<file path="config.mk">
export PLATFORM = sky130hd
export DESIGN_NAME = posit_alu
export DESIGN_NICKNAME = d
export VERILOG_FILES = /design/src/rtl/posit_pkg.sv /design/src/rtl/posit_alu_decode.sv /design/src/rtl/posit_alu.sv
export SDC_FILE = /design/constraint.sdc
export NUM_CORES = 1
export LEC_CHECK = 0
export CAP_MARGIN = 20
export CORE_MARGIN = 4
export CORE_UTILIZATION = 30
export DETAILED_ROUTE_END_ITERATION = 8
export MAX_ROUTING_LAYER = met4
export SLEW_MARGIN = 5
export SYNTH_ARGS = -nofsm -noshare
export SYNTH_HDL_FRONTEND = slang
export SYNTH_HIERARCHICAL = 1
export SYNTH_SLANG_ARGS = --single-unit
</file>
<file path="constraint.sdc">
create_clock -name clk -period 1.1 [get_ports clk]
set_input_delay 0.11 -clock clk [delete_from_list [all_inputs] [get_ports clk]]
set_output_delay 0.11 -clock clk [all_outputs]
set_load 0.02 [all_outputs]
</file>
<file path="src/rtl/posit_pkg.sv">
`default_nettype none
// ============================================================================
// Module      : posit_pkg
// Description : Shared constants, opcode encoding and decoded-posit record
//               for the posit<8,0> arithmetic unit.
// Revision    : 1.0 - initial release
// ============================================================================
package posit_pkg;

    localparam int N  = 8;
    localparam int ES = 0;

    localparam logic [7:0] NAR    = 8'h80;
    localparam logic [7:0] MAXPOS = 8'h7F;
    localparam logic [7:0] MINPOS = 8'h01;

    typedef enum logic [2:0] {
        OP_ADD = 3'b000,
        OP_SUB = 3'b001,
        OP_MUL = 3'b010,
        OP_MIN = 3'b011,
        OP_MAX = 3'b100
    } opcode_t;

    // Value = (-1)^sign * 2^scale * 1.frac
    typedef struct packed {
        logic              sign;
        logic              is_zero;
        logic              is_nar;
        logic signed [4:0] scale;
        logic [4:0]        frac;
    } posit_t;

endpackage
`default_nettype wire

</file>
<file path="src/rtl/posit_alu_decode.sv">
`default_nettype none
// ============================================================================
// Module      : posit_decode
// Description : Unpacks a posit<8,0> word into sign, scale and fraction.
// Revision    : 1.0 - initial release
// ============================================================================
module posit_decode
    import posit_pkg::*;
(
    input  logic [7:0] i_word,
    output posit_t     o_dec
);

    logic [6:0] w_mag;
    logic       w_r0;
    logic [3:0] w_run;
    logic       w_done;

    always_comb begin
        w_mag  = i_word[7] ? 7'(8'd0 - i_word) : i_word[6:0];
        w_r0   = w_mag[6];
        w_run  = 4'd0;
        w_done = 1'b0;
        // Regime run length, counted from the bit after the sign
        for (int i = 6; i >= 0; i--) begin
            if (!w_done) begin
                if (w_mag[i] == w_r0) w_run = w_run + 4'd1;
                else                  w_done = 1'b1;
            end
        end

        o_dec.sign    = i_word[7];
        o_dec.is_zero = (i_word == 8'h00);
        o_dec.is_nar  = (i_word == NAR);
        o_dec.scale   = w_r0 ? ($signed({1'b0, w_run}) - 5'sd1)
                             : (5'sd0 - $signed({1'b0, w_run}));
        o_dec.frac    = 5'((w_mag << (w_run + 4'd1)) >> 2);
    end

endmodule
`default_nettype wire

</file>
<file path="src/rtl/posit_alu.sv">
`default_nettype none
// ============================================================================
// Module      : posit_alu
// Description : posit<8,0> add/sub/mul/min/max with one-cycle registered
//               result. Multiplier present only when POSIT_ALU_MUL_EN is
//               defined; otherwise opcode 010 returns NaR.
// Revision    : 1.0 - initial release
// ============================================================================
module posit_alu
    import posit_pkg::*;
(
    input  logic       clk,
    input  logic       rst_n,
    input  logic       in_valid,
    input  logic [7:0] positnum1,
    input  logic [7:0] positnum2,
    input  logic [2:0] select,
    output logic [7:0] positoutput,
    output logic       out_valid
);

    // Builds regime+fraction as one bit string, then rounds the 7-bit body
    // to nearest-even with saturation at maxpos and minpos.
    function automatic logic [7:0] round_encode(input logic              sign,
                                                input logic signed [6:0] scale,
                                                input logic [17:0]       frac);
        logic signed [27:0] base;
        logic signed [27:0] sh;
        logic [2:0]         amt;
        logic [7:0]         body;
        logic [6:0]         mag;
        logic               guard;
        logic               sticky;
        if (scale > 7'sd6) begin
            mag = MAXPOS[6:0];
        end else if (scale < -7'sd6) begin
            mag = MINPOS[6:0];
        end else begin
            if (scale >= 7'sd0) begin
                base = {2'b10, frac, 8'b0};
                amt  = 3'(scale);
            end else begin
                base = {2'b01, frac, 8'b0};
                amt  = 3'(~scale);
            end
            sh     = base >>> amt;
            guard  = sh[20];
            sticky = |sh[19:0];
            body   = {1'b0, sh[27:21]} + {7'd0, guard & (sticky | sh[21])};
            mag    = body[7] ? MAXPOS[6:0]
                   : ((body[6:0] == 7'd0) ? MINPOS[6:0] : body[6:0]);
        end
        return sign ? (8'd0 - {1'b0, mag}) : {1'b0, mag};
    endfunction

    opcode_t     w_op;
    logic [7:0]  w_bword;
    posit_t      w_a;
    posit_t      w_b;

    assign w_op    = opcode_t'(select);
    assign w_bword = (w_op == OP_SUB) ? (8'd0 - positnum2) : positnum2;

    posit_decode u_dec_a (.i_word(positnum1), .o_dec(w_a));
    posit_decode u_dec_b (.i_word(w_bword),   .o_dec(w_b));

    posit_t            w_big;
    posit_t            w_small;
    logic [4:0]        w_diff;
    logic [18:0]       w_big_sig;
    logic [18:0]       w_small_sig;
    logic [18:0]       w_sum;
    logic [4:0]        w_lead;
    logic [17:0]       w_add_frac;
    logic signed [6:0] w_add_scale;
    logic [7:0]        w_add_res;

    always_comb begin
        if (($signed(w_a.scale) > $signed(w_b.scale)) ||
            ((w_a.scale == w_b.scale) && (w_a.frac >= w_b.frac))) begin
            w_big   = w_a;
            w_small = w_b;
        end else begin
            w_big   = w_b;
            w_small = w_a;
        end
        // 12 spare low bits cover the widest scale gap, so alignment is exact
        w_diff      = 5'($signed(w_big.scale) - $signed(w_small.scale));
        w_big_sig   = {2'b01, w_big.frac, 12'b0};
        w_small_sig = {2'b01, w_small.frac, 12'b0} >> w_diff;
        w_sum       = (w_big.sign != w_small.sign) ? (w_big_sig - w_small_sig)
                                                   : (w_big_sig + w_small_sig);
        w_lead = 5'd0;
        for (int i = 0; i < 19; i++) begin
            if (w_sum[i]) w_lead = 5'(i);
        end
        w_add_frac  = 18'(w_sum << (5'd18 - w_lead));
        w_add_scale = 7'($signed(w_big.scale)) + $signed(7'(w_lead)) - 7'sd17;

        if (w_a.is_nar || w_b.is_nar) w_add_res = NAR;
        else if (w_a.is_zero)         w_add_res = w_bword;
        else if (w_b.is_zero)         w_add_res = positnum1;
        else if (w_sum == 19'd0)      w_add_res = 8'h00;
        else w_add_res = round_encode(w_big.sign, w_add_scale, w_add_frac);
    end

    logic [7:0] w_mul_res;

`ifdef POSIT_ALU_MUL_EN
    logic [11:0]       w_prod;
    logic [17:0]       w_mul_frac;
    logic signed [6:0] w_mul_scale;

    always_comb begin
        w_prod = {6'd0, 1'b1, w_a.frac} * {6'd0, 1'b1, w_b.frac};
        if (w_prod[11]) begin
            w_mul_frac  = {w_prod[10:0], 7'b0};
            w_mul_scale = 7'($signed(w_a.scale)) + 7'($signed(w_b.scale)) + 7'sd1;
        end else begin
            w_mul_frac  = {w_prod[9:0], 8'b0};
            w_mul_scale = 7'($signed(w_a.scale)) + 7'($signed(w_b.scale));
        end
        if (w_a.is_nar || w_b.is_nar)        w_mul_res = NAR;
        else if (w_a.is_zero || w_b.is_zero) w_mul_res = 8'h00;
        else w_mul_res = round_encode(w_a.sign ^ w_b.sign, w_mul_scale, w_mul_frac);
    end
`else
    assign w_mul_res = NAR;
`endif

    logic [7:0] w_result;

    // NaR is 0x80, the most negative signed byte, so plain signed compare orders it first
    always_comb begin
        case (w_op)
            OP_ADD, OP_SUB: w_result = w_add_res;
            OP_MUL:         w_result = w_mul_res;
            OP_MIN:         w_result = ($signed(positnum1) < $signed(positnum2)) ? positnum1 : positnum2;
            OP_MAX:         w_result = ($signed(positnum1) < $signed(positnum2)) ? positnum2 : positnum1;
            default:        w_result = 8'h00;
        endcase
    end

    logic [7:0] r_result;
    logic       r_valid;

    always_ff @(posedge clk or negedge rst_n) begin
        if (!rst_n) begin
            r_result <= 8'h00;
            r_valid  <= 1'b0;
        end else begin
            r_valid <= in_valid;
            if (in_valid) r_result <= w_result;
        end
    end

    assign positoutput = r_result;
    assign out_valid   = r_valid;

endmodule
`default_nettype wire

</file>
Yosys cells after proc, flatten, opt, wreduce, memory -nomap -nowiden
Index checks and enable logic that the tools add are counted.
{"block": "classes", "add_sub_neg": 27, "mul": 0, "n_div": 0, "magnitude_cmp": 6, "n_eq_ne": 20, "shift": 5, "muxes": 96, "bitwise_logic": 3, "n_reduce_logical": 10}
{"op": "28-bit 2-to-1 mux", "count": 7}
{"op": "5-bit 2-to-1 mux", "count": 19}
{"op": "4-bit 2-to-1 mux", "count": 20}
{"op": "7-bit 2-to-1 mux", "count": 10}
{"op": "8-bit 2-to-1 mux", "count": 8}
{"op": "4-bit by 1-bit adder with 4-bit output, second input constant", "count": 12}
{"op": "8-bit case mux with 4 select lines", "count": 1}
{"op": "28-bit by 3-bit >>> shifter with 28-bit output", "count": 1}
{"op": "13-bit 2-to-1 mux", "count": 2}
{"op": "3-bit 2-to-1 mux", "count": 7}
{"op": "20-bit OR reduction", "count": 1}
{"op": "18-bit by 19-bit adder with 19-bit output", "count": 1}
{"op": "19-bit zero test", "count": 1}
{"op": "1-bit 2-to-1 mux", "count": 19}
{"op": "19-bit 2-to-1 mux", "count": 1}
{"op": "19-bit by 5-bit << shifter with 18-bit output", "count": 1}
{"op": "18-bit by 5-bit right shift with 19-bit output", "count": 1}
{"op": "18-bit by 19-bit subtractor with 19-bit output", "count": 1}
{"op": "8-bit == test, second input constant", "count": 2}
{"op": "8-bit zero test", "count": 2}
{"op": "7-bit by 4-bit << shifter with 7-bit output", "count": 2}
{"op": "1-bit by 7-bit subtractor with 7-bit output, first input constant", "count": 2}
{"op": "1-bit == test", "count": 12}
{"op": "1-bit by 4-bit subtractor with 5-bit output, first input constant", "count": 2}
{"op": "other kinds (28)", "count": 32}
{"block": "word_totals", "regBits": 9, "latch_bits": 0, "ram_bits": 0, "mem_bits_ro": 0, "input_bits": 22, "output_inout_bits": 9, "elab_cells": 169, "n_memories": 0}

Depth between registers and ports, before layout
{"block": "depth", "word_depth": 80, "ltp_mapped": 86, "ltp_nobuf": 75}

Modules after synthesis
The synthesis kept the hierarchy.
{"mod": "posit_alu", "n_inst": 1, "cells_per_inst": 976, "area_each_um2": 6668.9}
{"mod": "posit_decode", "n_inst": 2, "cells_per_inst": 131, "area_each_um2": 1027.2}

Worst setup path after synthesis
No wires, ideal clock.
{"block": "synth_timing", "path_type": "input -> register", "start": "input select[0]", "end": "register r_result[2], in the netlist positoutput[2]", "setup_time_ps": 126, "t_arrival_ps": 14439, "t_required_ps": 974, "slack_ps": -13465, "cell_stages": 74, "path_cell_list": "nor3b_1 -> o21ai_0 -> inv_1 -> ha_1 -> buf_4 -> a32o_1 -> nor4_4 -> o2bb2ai_4 -> nor2_1 -> a31o_2 -> o21a_1 -> ha_1 -> clkbuf_1 -> nor2_1 -> a21oi_1 -> inv_1 -> ha_1 -> and4_4 -> [38 not listed] -> clkbuf_1 -> a211oi_1 -> a311oi_2 -> a21oi_1 -> o31ai_2 -> and2_1 -> buf_6 -> ha_1 -> buf_1 -> o2111ai_1 -> o31ai_1 -> o211ai_1 -> o21a_1 -> ha_1 -> nor2_1 -> xnor2_1 -> a221o_1 -> a221o_1"}
{"element": "start: declaration", "line": "posit_alu.sv:17", "rtl": "input logic [2:0] select,"}
{"element": "end signal: assignment", "line": "posit_alu.sv:153", "rtl": "if (in_valid) r_result <= w_result;"}
{"element": "end: declaration", "line": "posit_alu.sv:144", "rtl": "logic [7:0] r_result;"}

==> flow_summary.yaml <==
min_path:
  hold_class: "in -> async"
sta:
  rsz0062_at_grt: "yes"
  fin_tns_setup_ps: -84000
  fin_crit_sh_pct: 1110
  setup_ws_ps: -11120
  period_needed_ps: 12220
  clock.fmax_mhz: 81.8
  finalHoldViolations: 0
  setup_viol: 8
  max_slew.worst_pin.slew_ps: 645
  skew_ps: 0
  slew_violations: 0
  max-slew-margin-rel_pct: 56.5
logic_synthesis:
  yosys_register_bits: 9
  synth_edf_count: 0
  syn_nets: 1315
  ys_seq_area_share_pct: 2.58
  syn_avg_cell_area_um2: 7.05
  syn_inst: 1238
  async_reset_ff_share_pct: 100
  synth_warnings: 6
  synth.distinct_cells: 122
  synthFlopType: "dfrtp_1"
  synth.cell_area_um2: 8720
cells_and_area:
  n_antenna_cell: 0
  utilization_pct: 51.6
  final.fill_count: 2686
  drive_gt1_share_pct: 49.7
  layout_commonest_cell: "buf_4"
  mostFrequentLayoutCells: "buf_4, nor2_1, nand2_1, a21oi_1, inv_1"
  area_delta_synth_final_pct: 69.9
  final_cells: 2162
  fin_nets: 1856
critical_path:
  startpoint: "select[2]"
  reg2reg_from: "positoutput[3]"
  cp.arrival_ps: 12340
  cp_slowest_stage_delay_ps: 540
  required_ps: 1220
  worst_setup_path_end_kind: "flop"
  slowest_stage: "or4b_4"
  path_max_fanout: 5
  worst_path_most_repeated_cell: "ha_4"
  cp-start-kind: "primary input"
  crit_type: "in -> reg"
drt:
  post_drt_wl_per_cell_um: 16.8
  drt.antenna.violating_nets: 0
  firstDrtPassIters: 5
  wirelength_mm: 36.3
  drc: 0
  vias: 11946
  viasPerCell: 5.53
  drtIter0Drc: 980
status:
  outcome: "complete, but fails checks"
  violations: "setup timing"
global_routing:
  top_usage_layer: "met2"
  grt_usage_pct: 22.0
  grt.met2_usage_pct: 36.0
  overflow: 0
  antenna_found_initial: 0
  grt_max_degree: 25
  grt_pass1_wl_mm: 57.8
  grt_pass1_vias: 11588
  met3_usage_pct: 1.14
  use_met1_pct: 29.5
placement:
  hpwl_mm: 27.7
  place_inst: 2068
  dp_slack_ps: -12190
  place.gp.congestion: 0.980
  port_buffers: 30
cts:
  cts_sinks: 9
  hold_buffers: 0
  cts_buffers: 3
  clkTransAtPathRegs_ps: 40
  cts.path.max_buffers: 2
  clk_latency_ps: 240
  htree_levels: 1
  cts_tree: "done"
  cts_root_buf: "clkbuf_16"
die:
  boundaryPins: 31
  die_y_um: 179
  fp.dieW_um: 179
  core_area_um2: 28700
  start_util_pct: 30.4
  row_count: 62
  die_area_um2: 31900
flow_run:
  maxCapViolations: 0
[cells by family (layout without fill, tap and decap cells)]
family / after synthesis / count (layout) / synth area share, %
simple gates: 475 / 475 / 28.6
compound gates: 449 / 449 / 39.9
buf+inv: 150 / 690 / 8.63
fa+ha+maj: 57 / 57 / 8.29
mux: 53 / 53 / 7.29
xor+xnor: 45 / 45 / 4.69
flops: 9 / 9 / 2.58
[metrics by stage]
step                area (µm²)  hold WS [ps]
global route             14800           205
global placement         13200           430
finish                   14800           180
floorplan                 9230          -186
detailed placement       13200           440
CTS                      14100           190
[cell usage after synthesis (all sizes together), types with 7 or more instances]
library cell / n / share of area [%]
nor2: 123 / 5.4
nand2: 107 / 4.7
o21ai: 79 / 4.6
a21oi: 76 / 4.6
inv: 75 / 3.3
ha: 53 / 7.6
buf: 39 / 3.6
nor3: 39 / 2.8
nand3: 36 / 2.1
xnor2: 36 / 3.8
mux2i: 34 / 4.2
clkbuf: 31 / 1.3
nor2b: 24 / 1.7
a31oi: 23 / 1.6
nand2b: 23 / 1.7
a211oi: 19 / 1.9
and2: 19 / 1.4
o211ai: 19 / 1.7
or3: 18 / 1.4
o22ai: 17 / 1.5
and3: 16 / 1.1
a21o: 14 / 1.2
mux2: 14 / 1.8
nand4: 14 / 1.0
o31ai: 14 / 1.6
or2: 14 / 1.0
a22oi: 13 / 1.2
a31o: 13 / 1.3
o21a: 13 / 1.1
a211o: 12 / 1.2
dfrtp: 9 / 2.6
o221ai: 9 / 0.98
o2bb2ai: 9 / 1.5
xor2: 9 / 0.90
nor3b: 8 / 0.69
nor4: 8 / 0.92
o211a: 8 / 0.92
a221oi: 7 / 0.70
a311oi: 7 / 1.2
and4: 7 / 0.73
[final cells by class]
cell class,instances,area [µm²],area share (%)
Multi-Input combinational cell,1079,9020,60.9
Timing Repair Buffer,606,4670,31.5
Tap cell,384,480,3.24
Inverter,80,335,2.26
Sequential cell,9,225,1.52
Clock buffer,4,78.8,0.532
[routing by layer]
| metal | vias up | share of wire, % |
|---|---|---|
| met1 | 5638 | 45 |
| met2 | 429 | 47 |
| met4 | 0 | 3.4 |
| met3 | 82 | 4.8 |
| li1 | 5797 | - |
| met5 | - | 0 |
[timing repair]
action | CTS | global route
buffers inserted | 58 | 36
resized for setup | 141 | 105
setup endpoints to repair | 17 | 9
pin swaps | 105 | 94
[critical path: cells and delay by family]
kind,cells,cell delay [ps]
buffers and inverters,9,810
adders and majority gates,8,1680
xor gates and xnor gates,2,280
AOI/OAI and AO/OA,31,5070
and+or+nand+nor,16,4160
muxes,2,180
[worst paths after layout]
| kind | endpoint | slack (ps) | depth (start not counted) |
|---|---|---|---|
| setup / recovery | positoutput[4] | -11120 | 68 |
| hold / removal | positoutput[3] | 180 | 1 |
| setup reg to reg | positoutput[3] | 60 | 2 |
| hold reg to reg | positoutput[7] | 490 | 1 |
| max in group asynchronous | out_valid | 620 | 1 |
| min in group clk | positoutput[1] | 420 | 6 |
[flip-flops by register name, summed over array words and instances, names as in the netlist]
name,flops
positoutput,8
out_valid,1
Power is not shown: default switching activity piles up to over one toggle a cycle in this logic, so the estimate is an artifact.
